### src/rtl/reg_alu_sequencer_if.sv
// reg_alu_sequencer_if: instruction handshake plus register-unit read/write bus for the sequencer
interface reg_alu_sequencer_if #(
  parameter int DATA_W = 8,
  parameter int ADDR_W = 8
);
  logic              instr_valid;
  logic              instr_ready;
  logic [2:0]        instr_op;
  logic [ADDR_W-1:0] instr_rs1;
  logic [ADDR_W-1:0] instr_rs2;
  logic [ADDR_W-1:0] instr_rd;
  logic [ADDR_W-1:0] rf_read_address;
  logic [DATA_W-1:0] rf_read_data;
  logic [ADDR_W-1:0] rf_write_address;
  logic [DATA_W-1:0] rf_write_data;
  logic              rf_write_enable;
  modport master (
    output instr_valid, instr_op, instr_rs1, instr_rs2, instr_rd, rf_read_data,
    input  instr_ready, rf_read_address, rf_write_address, rf_write_data, rf_write_enable
  );
  modport slave (
    input  instr_valid, instr_op, instr_rs1, instr_rs2, instr_rd, rf_read_data,
    output instr_ready, rf_read_address, rf_write_address, rf_write_data, rf_write_enable
  );
endinterface

### src/rtl/reg_alu_sequencer.sv
// reg_alu_sequencer: fetch rs1/rs2 over one read port, ALU, write rd; REG_SEQ_OPERAND_SKIP_EN skips READ_B when rs1 == rs2
module reg_alu_sequencer #(
  parameter int DATA_W = 8,
  parameter int ADDR_W = 8
) (
  input  logic                 clk,
  input  logic                 rst,
  reg_alu_sequencer_if.slave   bus,
  output logic                 done,
  output logic                 flag_zero,
  output logic                 flag_carry
);
  localparam logic [1:0] IDLE = 2'd0, READ_A = 2'd1, READ_B = 2'd2, WRITE = 2'd3;
  localparam logic [2:0] ADD = 3'd0, SUB = 3'd1, AND = 3'd2, OR = 3'd3, XOR = 3'd4, MOV = 3'd5, CMP = 3'd7;
  logic [1:0]        state;
  logic [2:0]        op;
  logic [ADDR_W-1:0] rs1, rs2, rd;
  logic [DATA_W-1:0] op_a, op_b, result;
  logic [DATA_W:0]   sum, diff;
  logic              carry, wr;
  assign sum  = {1'b0, op_a} + {1'b0, op_b};
  assign diff = {1'b0, op_a} - {1'b0, op_b};
  always_comb begin
    result = op == ADD ? sum[DATA_W-1:0] :
             (op == SUB || op == CMP) ? diff[DATA_W-1:0] :
             op == AND ? op_a & op_b :
             op == OR  ? op_a | op_b :
             op == XOR ? op_a ^ op_b :
             op == MOV ? op_a : {op_a[DATA_W-2:0], 1'b0};
    carry  = op == ADD ? sum[DATA_W] :
             (op == SUB || op == CMP) ? diff[DATA_W] :
             (op == AND || op == OR || op == XOR || op == MOV) ? 1'b0 : op_a[DATA_W-1];
  end
  assign wr                   = state == WRITE;
  assign bus.instr_ready      = state == IDLE && !rst;
  assign bus.rf_read_address  = state == READ_A ? rs1 : state == READ_B ? rs2 : '0;
  assign bus.rf_write_address = wr ? rd : '0;
  assign bus.rf_write_data    = wr ? result : '0;
  assign bus.rf_write_enable  = wr && op != CMP;
  assign done                 = wr;
  always_ff @(posedge clk) begin
    if (rst) begin
      state      <= IDLE;
      op         <= '0;
      rs1        <= '0;
      rs2        <= '0;
      rd         <= '0;
      op_a       <= '0;
      op_b       <= '0;
      flag_zero  <= 1'b0;
      flag_carry <= 1'b0;
    end else begin
      case (state)
        IDLE: if (bus.instr_valid) begin
          op    <= bus.instr_op;
          rs1   <= bus.instr_rs1;
          rs2   <= bus.instr_rs2;
          rd    <= bus.instr_rd;
          state <= READ_A;
        end
        READ_A: begin
          op_a <= bus.rf_read_data;
`ifdef REG_SEQ_OPERAND_SKIP_EN
          if (rs1 == rs2) begin
            op_b  <= bus.rf_read_data;
            state <= WRITE;
          end else begin
            state <= READ_B;
          end
`else
          state <= READ_B;
`endif
        end
        READ_B: begin
          op_b  <= bus.rf_read_data;
          state <= WRITE;
        end
        default: begin
          flag_zero  <= result == '0;
          flag_carry <= carry;
          state      <= IDLE;
        end
      endcase
    end
  end
endmodule
### src/flat_wrapper.sv
// flat-port wrapper written by rule: the top's interface ports become plain ports
module reg_alu_sequencer_flat 
#(
  parameter int DATA_W = 8,
  parameter int ADDR_W = 8
)
  (clk, rst, done, flag_zero, flag_carry, bus_instr_valid, bus_instr_op, bus_instr_rs1, bus_instr_rs2, bus_instr_rd, bus_rf_read_data, bus_instr_ready, bus_rf_read_address, bus_rf_write_address, bus_rf_write_data, bus_rf_write_enable);
  reg_alu_sequencer_if #(.DATA_W(DATA_W), .ADDR_W(ADDR_W)) bus_i ();
  input  logic clk;
  input  logic rst;
  output logic done;
  output logic flag_zero;
  output logic flag_carry;
  input wire logic [$bits(bus_i.instr_valid)-1:0] bus_instr_valid;
  input wire logic [$bits(bus_i.instr_op)-1:0] bus_instr_op;
  input wire logic [$bits(bus_i.instr_rs1)-1:0] bus_instr_rs1;
  input wire logic [$bits(bus_i.instr_rs2)-1:0] bus_instr_rs2;
  input wire logic [$bits(bus_i.instr_rd)-1:0] bus_instr_rd;
  input wire logic [$bits(bus_i.rf_read_data)-1:0] bus_rf_read_data;
  output wire logic [$bits(bus_i.instr_ready)-1:0] bus_instr_ready;
  output wire logic [$bits(bus_i.rf_read_address)-1:0] bus_rf_read_address;
  output wire logic [$bits(bus_i.rf_write_address)-1:0] bus_rf_write_address;
  output wire logic [$bits(bus_i.rf_write_data)-1:0] bus_rf_write_data;
  output wire logic [$bits(bus_i.rf_write_enable)-1:0] bus_rf_write_enable;
  assign bus_i.instr_valid = bus_instr_valid;
  assign bus_i.instr_op = bus_instr_op;
  assign bus_i.instr_rs1 = bus_instr_rs1;
  assign bus_i.instr_rs2 = bus_instr_rs2;
  assign bus_i.instr_rd = bus_instr_rd;
  assign bus_i.rf_read_data = bus_rf_read_data;
  assign bus_instr_ready = bus_i.instr_ready;
  assign bus_rf_read_address = bus_i.rf_read_address;
  assign bus_rf_write_address = bus_i.rf_write_address;
  assign bus_rf_write_data = bus_i.rf_write_data;
  assign bus_rf_write_enable = bus_i.rf_write_enable;
  reg_alu_sequencer #(.DATA_W(DATA_W), .ADDR_W(ADDR_W)) u_core (.clk(clk), .rst(rst), .bus(bus_i), .done(done), .flag_zero(flag_zero), .flag_carry(flag_carry));
endmodule
### config.mk
export PLATFORM = sky130hd
export DESIGN_NAME = reg_alu_sequencer_flat
export DESIGN_NICKNAME = d
export VERILOG_FILES = /design/src/rtl/reg_alu_sequencer_if.sv /design/src/rtl/reg_alu_sequencer.sv /design/src/flat_wrapper.sv
export SDC_FILE = /design/constraint.sdc
export NUM_CORES = 1
export LEC_CHECK = 0
export CORE_MARGIN = 2
export CORE_UTILIZATION = 40
export CTS_CLUSTER_SIZE = 28
export DETAILED_ROUTE_END_ITERATION = 7
export PLACE_DENSITY = 0.69
export RECOVER_POWER = 25
export SLEW_MARGIN = 0
export SYNTH_ARGS = -nofsm -noshare
export SYNTH_HDL_FRONTEND = slang
export SYNTH_SLANG_ARGS = --single-unit
### constraint.sdc
create_clock -name clk -period 3.15 [get_ports clk]
set_input_delay 0.7875 -clock clk [delete_from_list [all_inputs] [get_ports clk]]
set_output_delay 0.7875 -clock clk [all_outputs]
set_load 0.01 [all_outputs]
# Yosys cells after proc, flatten, opt, wreduce, memory -nomap -nowiden
# Cells that the tools add are included.
dict set report op_classes {
  addsub 2
  mul 0
  div 0
  magnitude_cmp 0
  eq_ne 11
  shifts 0
  n_mux 15
  n_bitwise 3
  reduce_logical 12
}
# cell n
set ops {}
lappend ops {{8-bit 2-to-1 mux} 10}
lappend ops {{8-bit by 8-bit adder with 9-bit output} 1}
lappend ops {{3-bit equality test (second input constant)} 3}
lappend ops {{8-bit by 8-bit subtractor with 9-bit output} 1}
lappend ops {{8-bit bitwise AND} 1}
lappend ops {{8-bit logical NOT} 1}
lappend ops {{8-bit bitwise OR} 1}
lappend ops {{8-bit bitwise XOR} 1}
lappend ops {{3-bit by 2-bit equality test with 1-bit output (second input constant)} 2}
lappend ops {{2-bit one-hot mux with 3 select lines} 1}
lappend ops {{2-bit equality test (second input constant)} 2}
lappend ops {{1-bit logical OR} 4}
lappend ops {{3-bit by 1-bit equality test with 1-bit output (second input constant)} 1}
lappend ops {{3-bit logical NOT} 1}
lappend ops {{1-bit 2-to-1 mux} 3}
lappend ops {{3-bit inequality test (second input constant)} 1}
lappend ops {{3-bit OR reduction} 1}
lappend ops {{2-bit by 1-bit equality test with 1-bit output (second input constant)} 1}
lappend ops {{1-bit logical AND} 2}
lappend ops {{2-bit logical NOT} 1}
lappend ops {{2-bit 2-to-1 mux} 1}
lappend ops {{2-bit inequality test (second input constant)} 1}
lappend ops {{2-bit AND reduction} 1}
lappend ops {{1-bit logical NOT} 1}
dict set report totals {
  register_bits 47
  latch_bits 0
  ramBits 0
  mem_bits_ro 0
  inputBits 38
  word_cells 52
  mem_count 0
}

# Depth between registers and ports, before layout
dict set report logic_depth {
  depth_word 8
  depth_mapped 10
}

# Worst setup path after synthesis
# Ideal clock, no wire load.
dict set report synth_timing {
  path_type {register to output}
  from {register u_core.op_b[0]}
  to {output bus_rf_write_data[6]}
  t_arrival_ns 2.120
  t_required_ns 2.362
  slack_ns 0.243
  stages_incl_launch_ff 9
  path_buffers 0
  cell_sequence {dfxtp_1 ha_1 fa_1 a21oi_2 o21bai_1 a31o_1 a221o_1 a21o_1 and2_1}
}
dict set report synth_via {
  elab_chain_len 4
  word_cells_on_any_way 5
  cone_classes {add/sub (2); mux (3)}
}
# item line_no
set synth_lines {}
lappend synth_lines {{from (decl)} reg_alu_sequencer.sv:18} ;# logic [DATA_W-1:0] op_a, op_b, result;
lappend synth_lines {{from (signal assigned)} reg_alu_sequencer.sv:75} ;# op_b <= bus.rf_read_data;
lappend synth_lines {{8-bit by 8-bit subtractor with 9-bit output} reg_alu_sequencer.sv:22} ;# assign diff = {1'b0, op_a} - {1'b0, op_b};
lappend synth_lines {{8-bit 2-to-1 mux} reg_alu_sequencer.sv:25} ;# (op == SUB || op == CMP) ? diff[DATA_W-1:0] :
lappend synth_lines {{8-bit 2-to-1 mux (*)} reg_alu_sequencer.sv:24} ;# result = op == ADD ? sum[DATA_W-1:0] :
lappend synth_lines {{8-bit 2-to-1 mux (*)} reg_alu_sequencer.sv:38} ;# assign bus.rf_write_data = wr ? result : '0;
lappend synth_lines {{to (decl)} flat_wrapper.sv:23} ;# output wire logic [$bits(bus_i.rf_write_data)-1:0] bus_rf_write_data;
# Mark *: on every way between the ends. The rest lies on a longest branch, timed or not.

# Worst setup path after layout
# Same ends and word-level chain as after synthesis.

==> results.txt <==
status - finished, violations left
violated checks - setup timing
Final Instance Area - 4590 um2
DRT Wirelength - 9830 um
DRT Pass-1 Iters - 5
pin count of the biggest net entering global routing - 49
Clock Root Buffer - clkbuf_8
cell with the most instances after synthesis - nand2_1
row count - 33
MaxCap Viol Count - 0
Reg clk slew, reported paths - 0.11 ns
Worst Path Max Fanout - 3
Synth area leaders - dfxtp_1 29%, ha_1 11%, nand2_1 7.7%
Final ANT Viol Nets - 0
routed vias - 3343
final core occ - 0.567
worst-case clock buffer depth - 2
Net Count, Synth - 499
total design power - 2100 uW
vias in the first global route - 3221
Starting Density - 0.405
DRT iter0 DRCs - 160
Max-Slew Margin vs Limit - 0.325
cts hold-fix bufs - 0
ys flop type - dfxtp_1
CTS H-tree lvls - 2
Synth warnings - 0
cell accounting for the most synthesized area - dfxtp_1
VDD IR max - 0.375 mV
Setup TNS - -0.165 ns
die extent in x - 94.5 um
Leakage - 0.00187 uW
first-pass GRT wire length - 15700 um
post-layout min period - 3.27 ns
GPL Wtd Cong - 0.965
post-synth top area share - 0.287
fmax - 305 MHz
CTS tree - yes
Post-route DRC - 0
critical path arrival - 2.49 ns
core area - 8090 um2
Fin. Hold Viols - 0
gr usage total - 0.225
total congestion overflow - 0
CTS sink cnt - 47
layout cells sized above 1 - 0.176
Tcrit/Tclk final - 1.04
Gate Count Post-Synth - 430
Crit Path Class - flip-flop to output port
Setup violations, final - 2
vias per cell - 5.29
fin nets - 595
# diodes - 0
Synth Register Bits - 47
post-DP HPWL - 7250 um
Slew @ Worst Pin - 1.01 ns
post-place instance area - 4320 um2
Area growth, synth to finish - 40.1%
PnR worst setup slack - -0.124 ns
initial antenna violation count - 0
wire per inst - 15.6 um
Req. time, crit path - 2.36 ns
Cell Area, Synth - 3280 um2
Die Y-Extent - 94.5 um
Critical Path End Type - output port
Synth Area per Inst - 7.62 um2
clock skew - 0.0122 ns
max-slew violation count - 0
top post-synthesis cells by count - 67 x nand2_1, 47 x dfxtp_1, 46 x nor2_1
RSZ-0062 raised after global routing - true
Critical Path Source Type - flip-flop
Pwr Density - 457 nW/um2
post-synth cell types - 51
Worst Hold Class - flip-flop to flip-flop
Port Buf Inserts - 66
clock latency on the worst-skew pair - 0.31 ns
I/O Pins - 67
die area - 8930 um2
share of flip-flops with an asynchronous set or reset - 0
CTS buffer count - 5
Post-synth EDFFs - 0
Seq/Total Area, Yosys - 0.287
## critical path: stages, from the launching register on
cell and delay [ns]:
dfxtp_4 0.38, ha_2 0.20, fa_2 0.36, a21oi_2 0.13, o21bai_1 0.09, a31o_1 0.26
a221o_1 0.32, a21o_1 0.17, and2_1 0.15, buf_2 0.13
## per-layer routing
layer	wire length (um)	share of wire	GRT usage	vias up
met1	4700	0.48	0.317	1546
li1	-	-	-	1670
met3	520	0.053	0.0383	23
met5	0	0	0	-
met4	244	0.025	0.0845	0
met2	4370	0.44	0.343	104
## registers in the layout, summed over array words and instances (netlist names)
signal	cells
u_core.flag_carry	1
u_core.flag_zero	1
u_core.op	3
u_core.op_a	8
u_core.op_b	8
u_core.rd	8
u_core.rs1	8
u_core.rs2	8
u_core.state	2
## placed cells by master (no fill, tap or decap), types with 12 or more instances in the layout
cell / n
inv_1: 24
buf_4: 48
o21ai_0: 14
and2_1: 12
nor2_1: 46
mux2i_1: 22
a21oi_1: 41
clkdlybuf4s50_1: 57
nand2_1: 67
dfxtp_1: 40
ha_1: 22
## what timing repair did
action	4_1_cts	5_1_grt
gates resized for setup	41	9
pin swaps	8	7
cloned	0	0
buffers inserted	2	1
setup endpoints to repair	7	11
## power breakdown
| group | switching [uW] | internal [uW] | leakage (uW) |
|---|---|---|---|
| Clock | 232 | 322 | 0.0000703 |
| Sequential | 47.6 | 652 | 0.000388 |
| Combinational | 439 | 406 | 0.00141 |
## through the flow
| stage | worst slack [ns] | hold WS (ns) | std cells |
|---|---|---|---|
| floorplan | 0.243 | 0.432 | 430 |
| global route | -0.198 | 0.477 | 632 |
| CTS | -0.160 | 0.460 | 631 |
| global placement | -0.228 | 0.438 | 621 |
| finish | -0.124 | 0.456 | 632 |
| detailed placement | -0.290 | 0.445 | 621 |
## cell families (layout without fill, tap and decap cells)
group / after synthesis / count (layout) / synth area share
adders and majority gates: 31 / 31 / 0.123
xor gates and xnor gates: 3 / 3 / 0.00802
AOI/OAI and AO/OA: 113 / 113 / 0.228
and+or+nand+nor: 162 / 162 / 0.223
muxes: 22 / 22 / 0.0672
buffers and inverters: 52 / 149 / 0.0638
DFF: 47 / 47 / 0.287
## area by class of cell
cell class,instances,area [um2]
multi-input combinational,331,2240
clock buffer,5,68.8
inverter,25,93.8
sequential,47,955
timing repair buffer,116,1030
fill,792,3500
clock inverter,3,71.3
tap,105,131
## worst paths after layout
| kind | cells after the start | slack [ns] | startpoint | end |
|---|---|---|---|---|
| worst min register to register | 2 | 0.46 | u_core.flag_zero$_SDFFE_PP0N_ | u_core.flag_zero$_SDFFE_PP0N_ |
| worst max-delay path | 9 | -0.12 | u_core.op_b[0]$_SDFFE_PP0N_ | bus_rf_write_data[6] |
| worst max register to register | 9 | 0.71 | u_core.op_b[0]$_SDFFE_PP0N_ | u_core.flag_zero$_SDFFE_PP0N_ |
| worst min-delay path | 2 | 0.46 | u_core.flag_zero$_SDFFE_PP0N_ | u_core.flag_zero$_SDFFE_PP0N_ |
Power figures use the tool's default switching activity.
